File: src/rtl/lpc_frame_ctrl_if.sv
// lpc_frame_ctrl_if
//   Bundles the sample-input handshake, the register-file write/read ports,
//   the frame-hold/readout request and the output stream used by
//   lpc_frame_ctrl.
//   slave  : the frame controller's view (drives in_ready, rf_*, frame_ready,
//            out_*; receives in_valid/in_data, rf_dout, rd_start, out_ready).
//   master : the surrounding system's view (the complementary directions).
interface lpc_frame_ctrl_if #(
   parameter int DATA_W = 16,
   parameter int ADDR_W = 8
);
   logic              in_valid;
   logic              in_ready;
   logic [DATA_W-1:0] in_data;
   logic              rf_wen;
   logic [ADDR_W-1:0] rf_waddr;
   logic [DATA_W-1:0] rf_din;
   logic [ADDR_W-1:0] rf_raddr;
   logic [DATA_W-1:0] rf_dout;
   logic              frame_ready;
   logic              rd_start;
   logic              out_valid;
   logic              out_ready;
   logic [DATA_W-1:0] out_data;
   logic              out_last;

   modport slave (
      input  in_valid, in_data, rf_dout, rd_start, out_ready,
      output in_ready, rf_wen, rf_waddr, rf_din, rf_raddr,
             frame_ready, out_valid, out_data, out_last
   );

   modport master (
      output in_valid, in_data, rf_dout, rd_start, out_ready,
      input  in_ready, rf_wen, rf_waddr, rf_din, rf_raddr,
             frame_ready, out_valid, out_data, out_last
   );
endinterface

File: src/rtl/lpc_frame_ctrl.sv
// lpc_frame_ctrl
//   Sequencer for the LPC frame register file. Accepts DEPTH samples through
//   in_valid/in_ready and writes them at consecutive addresses, then holds
//   the frame (frame_ready) until rd_start, then streams it out in address
//   order on out_valid/out_ready/out_data/out_last, after which it refills.
//   Ports:
//     clk      - system clock, rising edge
//     reset    - asynchronous, active-high reset
//     frame_cnt- completed-readout counter (only with LPC_FRAME_CNT_EN)
//     bus      - lpc_frame_ctrl_if.slave: sample input, register-file ports,
//                frame hold/request and output stream
//   Optional feature macro: LPC_FRAME_CNT_EN (adds the frame_cnt port).
module lpc_frame_ctrl #(
   parameter int DATA_W = 16,
   parameter int DEPTH  = 160,
   parameter int ADDR_W = 8
) (
   input  logic              clk,
   input  logic              reset,
`ifdef LPC_FRAME_CNT_EN
   output logic [15:0]       frame_cnt,
`endif
   lpc_frame_ctrl_if.slave   bus
);

   localparam logic [ADDR_W-1:0] LAST_IDX = ADDR_W'(DEPTH - 1);

   typedef enum logic [2:0] {IDLE, FILL, FULL, PRIME, READ} state_e;

   state_e            state_q;
   logic [ADDR_W-1:0] wr_idx_q;
   logic [ADDR_W-1:0] rd_idx_q;
   logic [ADDR_W-1:0] rd_idx_d;
   logic              in_ready_q;
   logic              frame_ready_q;
   logic              out_valid_q;
   logic              out_last_q;
   logic              wr_fire;
   logic              rd_fire;
`ifdef LPC_FRAME_CNT_EN
   logic [15:0]       frame_cnt_q;
`endif

   always_comb begin
      wr_fire  = bus.in_valid & in_ready_q;
      rd_fire  = out_valid_q & bus.out_ready;
      rd_idx_d = rd_idx_q + ADDR_W'(1);
   end

   assign bus.in_ready    = in_ready_q;
   assign bus.rf_wen      = wr_fire;
   assign bus.rf_waddr    = wr_idx_q;
   assign bus.rf_din      = in_ready_q ? bus.in_data : '0;
   // Look one address ahead on a handshake so the registered read delivers
   // the next sample on the following clock; otherwise re-read the current
   // one so out_data holds during a stall. rd_idx_q is 0 in PRIME.
   assign bus.rf_raddr    = rd_fire ? rd_idx_d :
                            ((state_q == READ || state_q == PRIME) ? rd_idx_q : '0);
   assign bus.frame_ready = frame_ready_q;
   assign bus.out_valid   = out_valid_q;
   assign bus.out_data    = bus.rf_dout;
   assign bus.out_last    = out_last_q;
`ifdef LPC_FRAME_CNT_EN
   assign frame_cnt       = frame_cnt_q;
`endif

   always_ff @(posedge clk or posedge reset) begin
      if (reset) begin
         state_q       <= IDLE;
         wr_idx_q      <= '0;
         rd_idx_q      <= '0;
         in_ready_q    <= 1'b0;
         frame_ready_q <= 1'b0;
         out_valid_q   <= 1'b0;
         out_last_q    <= 1'b0;
`ifdef LPC_FRAME_CNT_EN
         frame_cnt_q   <= '0;
`endif
      end else begin
         case (state_q)
            IDLE: begin
               state_q    <= FILL;
               wr_idx_q   <= '0;
               in_ready_q <= 1'b1;
            end
            FILL: begin
               if (wr_fire) begin
                  wr_idx_q <= wr_idx_q + ADDR_W'(1);
                  if (wr_idx_q == LAST_IDX) begin
                     state_q       <= FULL;
                     in_ready_q    <= 1'b0;
                     frame_ready_q <= 1'b1;
                  end
               end
            end
            FULL: begin
               if (bus.rd_start) begin
                  state_q       <= PRIME;
                  rd_idx_q      <= '0;
                  frame_ready_q <= 1'b0;
               end
            end
            PRIME: begin
               state_q     <= READ;
               out_valid_q <= 1'b1;
               out_last_q  <= (LAST_IDX == '0);
            end
            READ: begin
               if (rd_fire) begin
                  if (out_last_q) begin
                     state_q     <= FILL;
                     wr_idx_q    <= '0;
                     rd_idx_q    <= '0;
                     in_ready_q  <= 1'b1;
                     out_valid_q <= 1'b0;
                     out_last_q  <= 1'b0;
`ifdef LPC_FRAME_CNT_EN
                     frame_cnt_q <= frame_cnt_q + 16'd1;
`endif
                  end else begin
                     rd_idx_q   <= rd_idx_d;
                     out_last_q <= (rd_idx_d == LAST_IDX);
                  end
               end
            end
            default: state_q <= IDLE;
         endcase
      end
   end

endmodule

File: src/flat_wrapper.sv
// flat-port wrapper written by rule: the top's interface ports become plain ports
module lpc_frame_ctrl_flat 
#(
   parameter int DATA_W = 16,
   parameter int DEPTH  = 160,
   parameter int ADDR_W = 8
)
  (clk, reset, bus_in_valid, bus_in_data, bus_rf_dout, bus_rd_start, bus_out_ready, bus_in_ready, bus_rf_wen, bus_rf_waddr, bus_rf_din, bus_rf_raddr, bus_frame_ready, bus_out_valid, bus_out_data, bus_out_last);
  lpc_frame_ctrl_if #(.DATA_W(DATA_W), .ADDR_W(ADDR_W)) bus_i ();
  input  logic clk;
  input  logic reset;
  input wire logic [$bits(bus_i.in_valid)-1:0] bus_in_valid;
  input wire logic [$bits(bus_i.in_data)-1:0] bus_in_data;
  input wire logic [$bits(bus_i.rf_dout)-1:0] bus_rf_dout;
  input wire logic [$bits(bus_i.rd_start)-1:0] bus_rd_start;
  input wire logic [$bits(bus_i.out_ready)-1:0] bus_out_ready;
  output wire logic [$bits(bus_i.in_ready)-1:0] bus_in_ready;
  output wire logic [$bits(bus_i.rf_wen)-1:0] bus_rf_wen;
  output wire logic [$bits(bus_i.rf_waddr)-1:0] bus_rf_waddr;
  output wire logic [$bits(bus_i.rf_din)-1:0] bus_rf_din;
  output wire logic [$bits(bus_i.rf_raddr)-1:0] bus_rf_raddr;
  output wire logic [$bits(bus_i.frame_ready)-1:0] bus_frame_ready;
  output wire logic [$bits(bus_i.out_valid)-1:0] bus_out_valid;
  output wire logic [$bits(bus_i.out_data)-1:0] bus_out_data;
  output wire logic [$bits(bus_i.out_last)-1:0] bus_out_last;
  assign bus_i.in_valid = bus_in_valid;
  assign bus_i.in_data = bus_in_data;
  assign bus_i.rf_dout = bus_rf_dout;
  assign bus_i.rd_start = bus_rd_start;
  assign bus_i.out_ready = bus_out_ready;
  assign bus_in_ready = bus_i.in_ready;
  assign bus_rf_wen = bus_i.rf_wen;
  assign bus_rf_waddr = bus_i.rf_waddr;
  assign bus_rf_din = bus_i.rf_din;
  assign bus_rf_raddr = bus_i.rf_raddr;
  assign bus_frame_ready = bus_i.frame_ready;
  assign bus_out_valid = bus_i.out_valid;
  assign bus_out_data = bus_i.out_data;
  assign bus_out_last = bus_i.out_last;
  lpc_frame_ctrl #(.DATA_W(DATA_W), .DEPTH(DEPTH), .ADDR_W(ADDR_W)) u_core (.clk(clk), .reset(reset), .bus(bus_i));
endmodule
File: config.mk
export PLATFORM = sky130hd
export DESIGN_NAME = lpc_frame_ctrl_flat
export DESIGN_NICKNAME = d
export VERILOG_FILES = /design/src/rtl/lpc_frame_ctrl_if.sv /design/src/rtl/lpc_frame_ctrl.sv /design/src/flat_wrapper.sv
export SDC_FILE = /design/constraint.sdc
export NUM_CORES = 1
export LEC_CHECK = 0
export CORE_AREA = 2 2 66 68
export CTS_CLUSTER_SIZE = 10
export DETAILED_ROUTE_END_ITERATION = 12
export DIE_AREA = 0 0 68 70
export PLACE_DENSITY = 0.85
export SKIP_CTS_REPAIR_TIMING = 1
export SLEW_MARGIN = 10
export SYNTH_ARGS = -nofsm -noshare
export SYNTH_HDL_FRONTEND = slang
export SYNTH_SLANG_ARGS = --single-unit
File: constraint.sdc
create_clock -name clk -period 3.4 [get_ports clk]
set_clock_uncertainty 0.1 [all_clocks]
set_input_delay 0.34 -clock clk [delete_from_list [all_inputs] [get_ports clk]]
set_output_delay 0.34 -clock clk [all_outputs]
set_load 0.05 [all_outputs]
Word level (Yosys, flattened, before mapping)

Cells that the tools add are included.

Register bits: 23
Input bits: 37
Output and inout bits: 53
Word-level logic and storage cells: 67

Add/subtract/negate cells: 2
Equality and inequality tests: 11
Muxes and demuxes: 32
Bitwise logic cells: 2
Reduce and logical (&&, ||, !) cells: 13

Operators by type and width:

| cell                | number |
|---|---|
| $mux 8              | 8 |
| $pmux 8 s3          | 1 |
| $add 8x1->8 const B | 2 |
| $eq 8x8->1 const B  | 2 |
| $mux 16             | 1 |
| $pmux 8 s2          | 1 |
| $mux 3              | 5 |
| $pmux 3 s5          | 1 |
| $mux 1              | 11 |
| $reduce_and 5->1    | 2 |
| $reduce_and 4->1    | 2 |
| $eq 3x2->1 const B  | 2 |
| $ne 2x1->1 const B  | 3 |
| $pmux 1 s2          | 3 |
| $reduce_and 3->1    | 2 |
| $reduce_bool 2->1   | 3 |
| $ne 2x2->1 const B  | 2 |
| $eq 3x1->1 const B  | 1 |
| $eq 3x3->1 const B  | 1 |
| $logic_not 3->1     | 1 |
| $pmux 1 s3          | 1 |
| $reduce_bool 3->1   | 1 |
| $and 1x1->1         | 2 |
| $reduce_and 2->1    | 1 |
| $logic_or 1x1->1    | 1 |

Logic depth before layout (Yosys ltp)

Gate-level depths: netlist (run 1).

Depth in word-level cells: 5
Mapped depth: 6
Gate-level depth less buffers: 5

Least setup slack after synthesis (run 1)

OpenSTA, ideal clock, no wires.

Path type: register -> output
Start point: register u_core.out_valid_q, in the netlist u_core.bus.out_valid
End point: output bus_rf_raddr[6]
Arrival time: 2.409 ns
Data required time: 2.960 ns
Slack: 0.551 ns
Stages on the path, launching flop included: 6
Buffers on the path: 1
Cell sequence: dfrtp_1 > clkbuf_1 > nand2_1 > a21boi_1 > a31oi_1 > o21ai_0

Longest elaborated chain between the ends: 2

Ends and longest elaborated chain:

| item                   | line                  | RTL |
|---|---|---|
| start, declared        | lpc_frame_ctrl.sv:36  | `logic out_valid_q;` |
| start signal, assigned | lpc_frame_ctrl.sv:74  | `out_valid_q <= 1'b0;` |
| start signal, assigned | lpc_frame_ctrl.sv:105 | `out_valid_q <= 1'b1;` |
| start signal, assigned | lpc_frame_ctrl.sv:115 | `out_valid_q <= 1'b0;` |
| $and 1x1->1            | lpc_frame_ctrl.sv:46  | `rd_fire = out_valid_q & bus.out_ready;` |
| $mux 8                 | lpc_frame_ctrl.sv:57  | `assign bus.rf_raddr = rd_fire ? rd_idx_d :` |
| end, declared          | flat_wrapper.sv:21    | `output wire logic [$bits(bus_i.rf_raddr)-1:0] bus_rf_raddr;` |

No other way between the ends.

Worst setup path after layout (run 1)

Start point: register u_core.state_q[0]
End point: output bus_rf_raddr[5]

Longest elaborated chain between the ends: 4
Elaborated cells between the ends (all ways): 5
Classes of those cells: eq/ne (2); mux (2); reduce/logical (1)

Ends and longest elaborated chain:

| item                                            | line                 | RTL |
|---|---|---|
| start, declared                                 | lpc_frame_ctrl.sv:30 | `state_e state_q;` |
| start signal, assigned                          | lpc_frame_ctrl.sv:69 | `state_q <= IDLE;` |
| start signal, assigned                          | lpc_frame_ctrl.sv:82 | `state_q <= FILL;` |
| start signal, assigned                          | lpc_frame_ctrl.sv:90 | `state_q <= FULL;` |
| $eq 3x3->1 / $eq 3x2->1 (equally long branches) | lpc_frame_ctrl.sv:58 | `((state_q == READ \|\| state_q == PRIME) ? rd_idx_q : '0);` |
| $logic_or 1x1->1 *                              | lpc_frame_ctrl.sv:58 |  |
| $mux 8 *                                        | lpc_frame_ctrl.sv:58 |  |
| $mux 8 *                                        | lpc_frame_ctrl.sv:57 |  |

Every way passes the cells marked *; elsewhere a longest branch is shown, timed or not.

==> metrics list, run 1 <==
- Yosys Warn Count: 0
- Worst min-delay path class: reg -> reg
- After floorplanning, the core was divided into 24 placement rows.
- Final TNS setup: 0 ps
- The worst register-to-register path begins at u_core.state_q[0].
* HP Start: u_core.bus.rf_waddr[7]
* Number of input and output port buffers inserted: 57
- Across all layers, the routed design uses between 1.5k and 2k vias.
- Yosys top cell by area: dfrtp_1
- Overall die height: 70 um
* CTS H-tree lvls: 1
- In the routed design, unresolved DRC markers number 0.
- CTS buffer count: 3
- Area of the mapped netlist: 1700 um2
* IO Count: 90
- Crit Path Max Fanout: 15
- Cell count along the critical path: 5
- Endpoint with the worst hold slack: u_core.bus.rf_waddr[7]
* Synth top area cells: dfrtp_1, buf_4, o21ai_0
- Across the VDD grid, the largest voltage drop is approximately 0.16 mV.
* Final clock period utilization by the worst path: 0.833
* Count of nets left with antenna violations after detail routing: 0
- Final Critical Period: approximately 2800 ps
- Synthesis inferred 23 register bits.
- Number of diodes added for antenna fixing: 0
* Post-route insts no fill: ~300
* Worst-path clk slew: roughly 90 ps
- Critical R2R Capture: u_core.rd_idx_q[6]
* FFs w/ async S/R, synth: 1.00
* Number of cells on the worst reg-to-reg path: 4
* Via-to-Cell Ratio: roughly 5.6
- Rel. slew slack: 0.398
- For this run, the leading register cell type out of synthesis is dfrtp_1.
- Die outline area: ~4800 um2
* Number of hold violations in the final report: 0
- In this run, synthesis inferred 0 flip-flops with an integrated enable.
- The root buffer cell chosen for the clock tree is clkbuf_8.
- Together, buffers and inverters on the worst path number 1.
* Cell area power density: 399 nW/um2
* Die W: about 68 um
- Classification of the worst setup path: reg -> out
- Total nets after synthesis: roughly 250
- Walking the worst path, the cells encountered are or3b_1, a21boi_1, o21ai_0, o31ai_1, buf_4.
- The slowest stage of the critical path belongs to the cell a21boi_1.
- Total core area: around 4100 um2
* Final estimated routing congestion in global placement: between 0.8 and 0.9
- Skew-Pair Late Insertion Delay: between 200 and 300 ps
- Max clock buf depth: 2
- Portion of the post-synthesis area used by sequential elements: 0.339
- Number of instances on the worst hold path: 1
- Total Routing Usage GR: 0.177
* Post-detailed-placement half-perimeter wirelength: roughly 3100 um
- Routed WL per cell: 13.9 um
* Endpoints failing setup: 0
- The average instance in the mapped netlist occupies about 7.9 um2.
- Wire length of the first global-routing pass: about 6700 um
* Setup repair after global routing missed its margin: false
- Slew Viols, Final: 0
- The final layout contains routed wiring with a total length of between 4000 and 5000 um.
* Critical path endpoint category: output port
- Maximum capacitance violations: 0
* CTS tree: done
- The share of synthesized area in the top cell type comes to 0.339.
- Net count of the finished layout: roughly 290
* Run status: finished clean
- The first TritonRoute pass finished after 4 iterations.
* Arrival @ worst endpoint: between 2000 and 2500 ps
- Initial core utilization: 0.409
- Worst slew pin tran: 902 ps
* Maximum achievable frequency: around 350 MHz
- Among cell families on the critical path, the largest total delay comes from compound AO/OA/AOI/OAI gates.
* Layout area overhead: 28.6%
- Req. time, crit path: roughly 3000 ps
* Remaining global-route overflow: 0
- The number of different library cells used by synthesis comes to 44.
- Clock sink count: 23
* Setup crit start kind: flop
- The largest single stage delay on the critical path is 560 ps.
- Layout cells sized above 1: 0.0648
* Pin count of the biggest net entering global routing: 24
- Counting tap cells, the placed design contains a total of 295 instances.
* Leakage power of the design: around 0.87 nW
* Via count of the first global-routing pass: 1,515
- Antenna violations before repair: 0
- Initial drt markers: between 90 and 100
- Reg-to-reg slack, setup: 1380 ps
- Synthesis produced 214 cells.
[final cells by class]
cell class,instances,area [um2]
clock buffer,3,41.3
clock inverter,1,5.00
fill,408,1960
inverter,9,33.8
multi-input combinational,154,911
sequential,23,576
tap,52,65.1
timing repair buffer,57,551
[through the flow]
| step | total power, mW | instance area (um2) | util | setup slack, ps | hold WS, ps |
|---|---|---|---|---|---|
| after floorplan | 0.621 | 1700 | - | 551 | 242 |
| after global placement | 0.698 | 2140 | 0.515 | 668 | 420 |
| after detailed placement | 0.705 | 2140 | 0.515 | 609 | 434 |
| after CTS | 0.873 | 2180 | 0.527 | 581 | 446 |
| after global routing | 0.914 | 2180 | 0.527 | 368 | 487 |
| final | 0.872 | 2180 | 0.527 | 568 | 450 |
[logic make-up after synthesis]
family / synth area share
DFF: 0.339
buffers and inverters: 0.124
xor gates and xnor gates: 0.0103
adders and majority gates: 0.0221
AOI/OAI and AO/OA: 0.210
and+or+nand+nor: 0.294
[cells in the final DEF (no fill, tap or decap), drive strengths merged, types with 4 or more instances in the layout]
master,instances
a21oi,11
a31oi,5
and2,16
and3,7
buf,8
clkdlybuf4s50,49
dfrtp,23
inv,9
nand2,20
nand3,6
nand3b,4
nor2,11
nor3,4
o21ai,25
o31ai,7
or3,5
[report_power, final]
group / leakage, nW / switching, mW / total (mW) / internal (mW)
Combinational: 0.562 / 0.217 / 0.344 / 0.127
Sequential: 0.284 / 0.0494 / 0.355 / 0.305
Clock: 0.0255 / 0.0911 / 0.173 / 0.0817
[worst max path at each step]
stage                    startpoint         endpoint  slack [ps]
3_3_place_gp          bus_out_ready  bus_rf_raddr[5]         670
4_1_cts           u_core.state_q[0]  bus_rf_raddr[4]         580
6_report          u_core.state_q[0]  bus_rf_raddr[5]         570
5_1_grt               bus_out_ready  bus_rf_raddr[2]         370
3_5_place_dp          bus_out_ready  bus_rf_raddr[4]         610
2_1_floorplan  u_core.bus.out_valid  bus_rf_raddr[6]         550
[per-layer routing]
metal | track usage | vias up | share of wire | routed length [um]
met1 | 0.214 | 787 | 0.42 | 1730
met4 | 0.0378 | 0 | 0 | 0
met2 | 0.313 | 73 | 0.49 | 2050
met5 | 0 | - | 0 | 0
li1 | - | 809 | - | -
met3 | 0.0370 | 0 | 0.091 | 380
[synth_stat cells, types with 4 or more instances]
cell type / count
a21oi_1: 11
a31oi_1: 5
and2_1: 16
and3_1: 7
buf_4: 16
clkbuf_1: 8
dfrtp_1: 23
inv_1: 9
nand2_1: 20
nand3_1: 6
nand3b_1: 4
nor2_1: 11
nor3_1: 4
o21ai_0: 22
o31ai_1: 7
or3_1: 5
[sequential cells by signal (all words and copies together), names as in the netlist]
name,count
u_core.bus.rf_waddr,8
u_core.rd_idx_q,8
u_core.state_q,3
u_core.bus.frame_ready,1
u_core.bus.in_ready,1
u_core.bus.out_last,1
u_core.bus.out_valid,1
(Power assumes the default switching activity.)
==> run 2, diff against run 1 <==
- CORE_AREA: 2 2 66 68 -> 2 2 69 71
- DIE_AREA: 0 0 68 70 -> 0 0 71 73
- PLACE_DENSITY: 0.85 -> 0.79
- clock period: 3.4 -> 3 ns (I/O delays scaled with it)
==> run 2 against run 1 <==
Via count fell by 1.6%; non-clock buffer count grew 2; utilization is 2.0 points lower; sequential power rose by 13%; count of clock-buffer cells in the layout up 1; power grew 13%; global-route usage fell by 1.4 points; first-iteration DRC count is 39% higher; final cell count grew 1.3%; largest power group unchanged.
==> metrics list, run 2 (synthesized netlist as in run 1, its figures left out) <==
* Final clock period utilization by the worst path: 0.922
- Cell area after layout: between 2000 and 2500 um2
- Max clock buf depth: 2
* Final TNS setup: 0 ps
- The initial antenna violation count is 0.
- Power spread over the standard cell area amounts to approximately 430 nW/um2.
* Cell chosen for the clock root: clkbuf_8
- Routed WL per cell: ~14 um
- The initialized floorplan defines 25 standard-cell rows.
- The critical path starts at u_core.state_q[1].
- Reg-to-reg slack, setup: about 990 ps
- In this run the critical register-to-register path is captured at u_core.rd_idx_q[6].
- In the routed design, unresolved DRC markers number 0.
- Cell count along the critical path: 5
- Buf+Inv Stages, Crit Path: 1
- The detailed router finished its first iteration with ~130 violations.
- Subtracting the final worst setup slack from the clock period gives 2770 ps.
* Maximum achievable frequency: 361 MHz
* CTS tree: done
* Endpoints failing setup: 0
* CP cell instances: or3b_1, a21boi_1, a31oi_1, o21ai_0, buf_12
* Worst setup path endpoint: bus_rf_raddr[6]
* Die outline area: slightly above 5000 um2
* Net count of the finished layout: between 200 and 300
- Final estimated routing congestion in global placement: about 0.87
* Run status: finished clean
* Layout cells sized above 1: 0.0683
* Maximum ir drop on the vdd rail: 0.188 mV
- After global routing the overflow that remains totals 0.
- Via-to-Cell Ratio: ~5.4
- Critical path endpoint category: output port
- The first global-routing pass estimated 6930 um of wire.
* Number of diodes added for antenna fixing: 0
- CTS saw 23 sinks.
- Worst slew pin tran: ~910 ps
- Across every metal layer, demand over resource in global routing totals 0.162.
- The routed layout has 1,642 vias.
- Post-route insts no fill: between 300 and 400
- The final number of hold-violating endpoints came to 0.
* Worst path slowest cell: a21boi_1
* Worst-path clk slew: ~90 ps
* Total core area: ~4500 um2
* Most frequent cells in the layout: clkdlybuf4s50_1, dfrtp_1, o21ai_0
- For this run, the slowest stage of the critical path takes 540 ps.
- Classification of the worst setup path: reg -> out
- The path class of the tightest hold or removal check is in -> async.
- Pin count of the biggest net entering global routing: 24
- Leaving out fill and tap cells, the most frequent cell in the layout is clkdlybuf4s50_1.
- Setup repair after global routing left no endpoint under its margin.
* Family with the most delay on the worst path: compound AO/OA/AOI/OAI gates
- Skew-Pair Late Insertion Delay: 260 ps
- The final layout contains routed wiring with a total length of around 4200 um.
- Post-detailed-placement half-perimeter wirelength: approximately 3200 um
- Launch instance of the worst register-to-register path: u_core.state_q[1]
* Rel. slew slack: 0.394
- The first TritonRoute pass finished after 4 iterations.
* Crit Path Max Fanout: 11
- Count of nets left with antenna violations after detail routing: 0
* Placed inst area: approximately 2300 um2
- CTS buffer count: 3
* CTS H-tree lvls: 1
- # placed instances: between 200 and 300
- Setup crit start kind: flop
- Initial core utilization: 0.374
* Maximum capacitance violations: 0
- The die is roughly 71 um wide.
- Leakage power of the design: between 0.8 and 0.9 nW
- Slew Viols, Final: 0
* Number of cells on the worst reg-to-reg path: 4
* Overall die height: ~73 um
- Req. time, crit path: ~2600 ps
- IO Count: 90
- The number of global-route vias before repair is about 1.5k.
- Measured on the finished design, the core utilization comes to 0.507.
* Layout area overhead: 35.5%
- Arrival @ worst endpoint: around 2400 ps
* Number of input and output port buffers inserted: between 50 and 60
- Counting the fill cells in the layout gives 449.
run 2: cell count changes in the layout (fill, tap and decap cells not counted), sizes merged:
cell    before  now
buf          8   10
clkbuf       3    4
clkinv       1    0
run 2: cell type report:
cell class              instances  area, um2  share of cell area
clock buffers                   4       45.0              0.0196
inverters                       9       33.8              0.0147
multi-input cells             154        911               0.396
flip-flops and latches         23        576               0.250
well taps                      54       67.6              0.0294
repair buffers                 59        666               0.290
run 2: worst reg2reg max path: stages, from the launching register on:
cell     delay (ps)
dfrtp_1         480
or3b_1          510
or2_1           380
or3_1           380
o21ai_1          90
run 2: report_power, final:
group          switching, mW  internal [mW]
Combinational          0.247          0.144
Clock                  0.101         0.0947
Sequential            0.0540          0.346
run 2: worst min-delay path by stage:
stage                      startpoint                      to  slack, ps
2_1_floorplan                   reset  u_core.bus.frame_ready        200
3_3_place_gp   u_core.bus.rf_waddr[7]  u_core.bus.rf_waddr[7]        410
3_5_place_dp   u_core.bus.rf_waddr[7]  u_core.bus.rf_waddr[7]        410
4_1_cts        u_core.bus.rf_waddr[7]  u_core.bus.rf_waddr[7]        430
5_1_grt        u_core.bus.rf_waddr[7]  u_core.bus.rf_waddr[7]        470
6_report                        reset  u_core.bus.rf_waddr[5]        430
run 2: routing by layer:
metal,GRT usage,vias to the layer above,part of all wire
met3,0.0442,0,0.11
met5,0,-,0
met1,0.196,750,0.42
met2,0.298,78,0.47
li1,-,814,-
met4,0.0189,0,0
run 2: stage by stage:
step	total power, mW	hold slack (ps)	setup WS [ps]
after CTS	0.993	425	210
after global routing	1.03	470	55.8
after detailed placement	0.799	413	500
after floorplan	0.704	202	191
after global placement	0.791	408	533
final	0.986	432	233
==> run 3, diff against run 2 <==
- HOLD_SLACK_MARGIN: unset -> 0.06
==> results of run 3 <==
The final DEF is identical to that of run 2; final timing and power are the same.
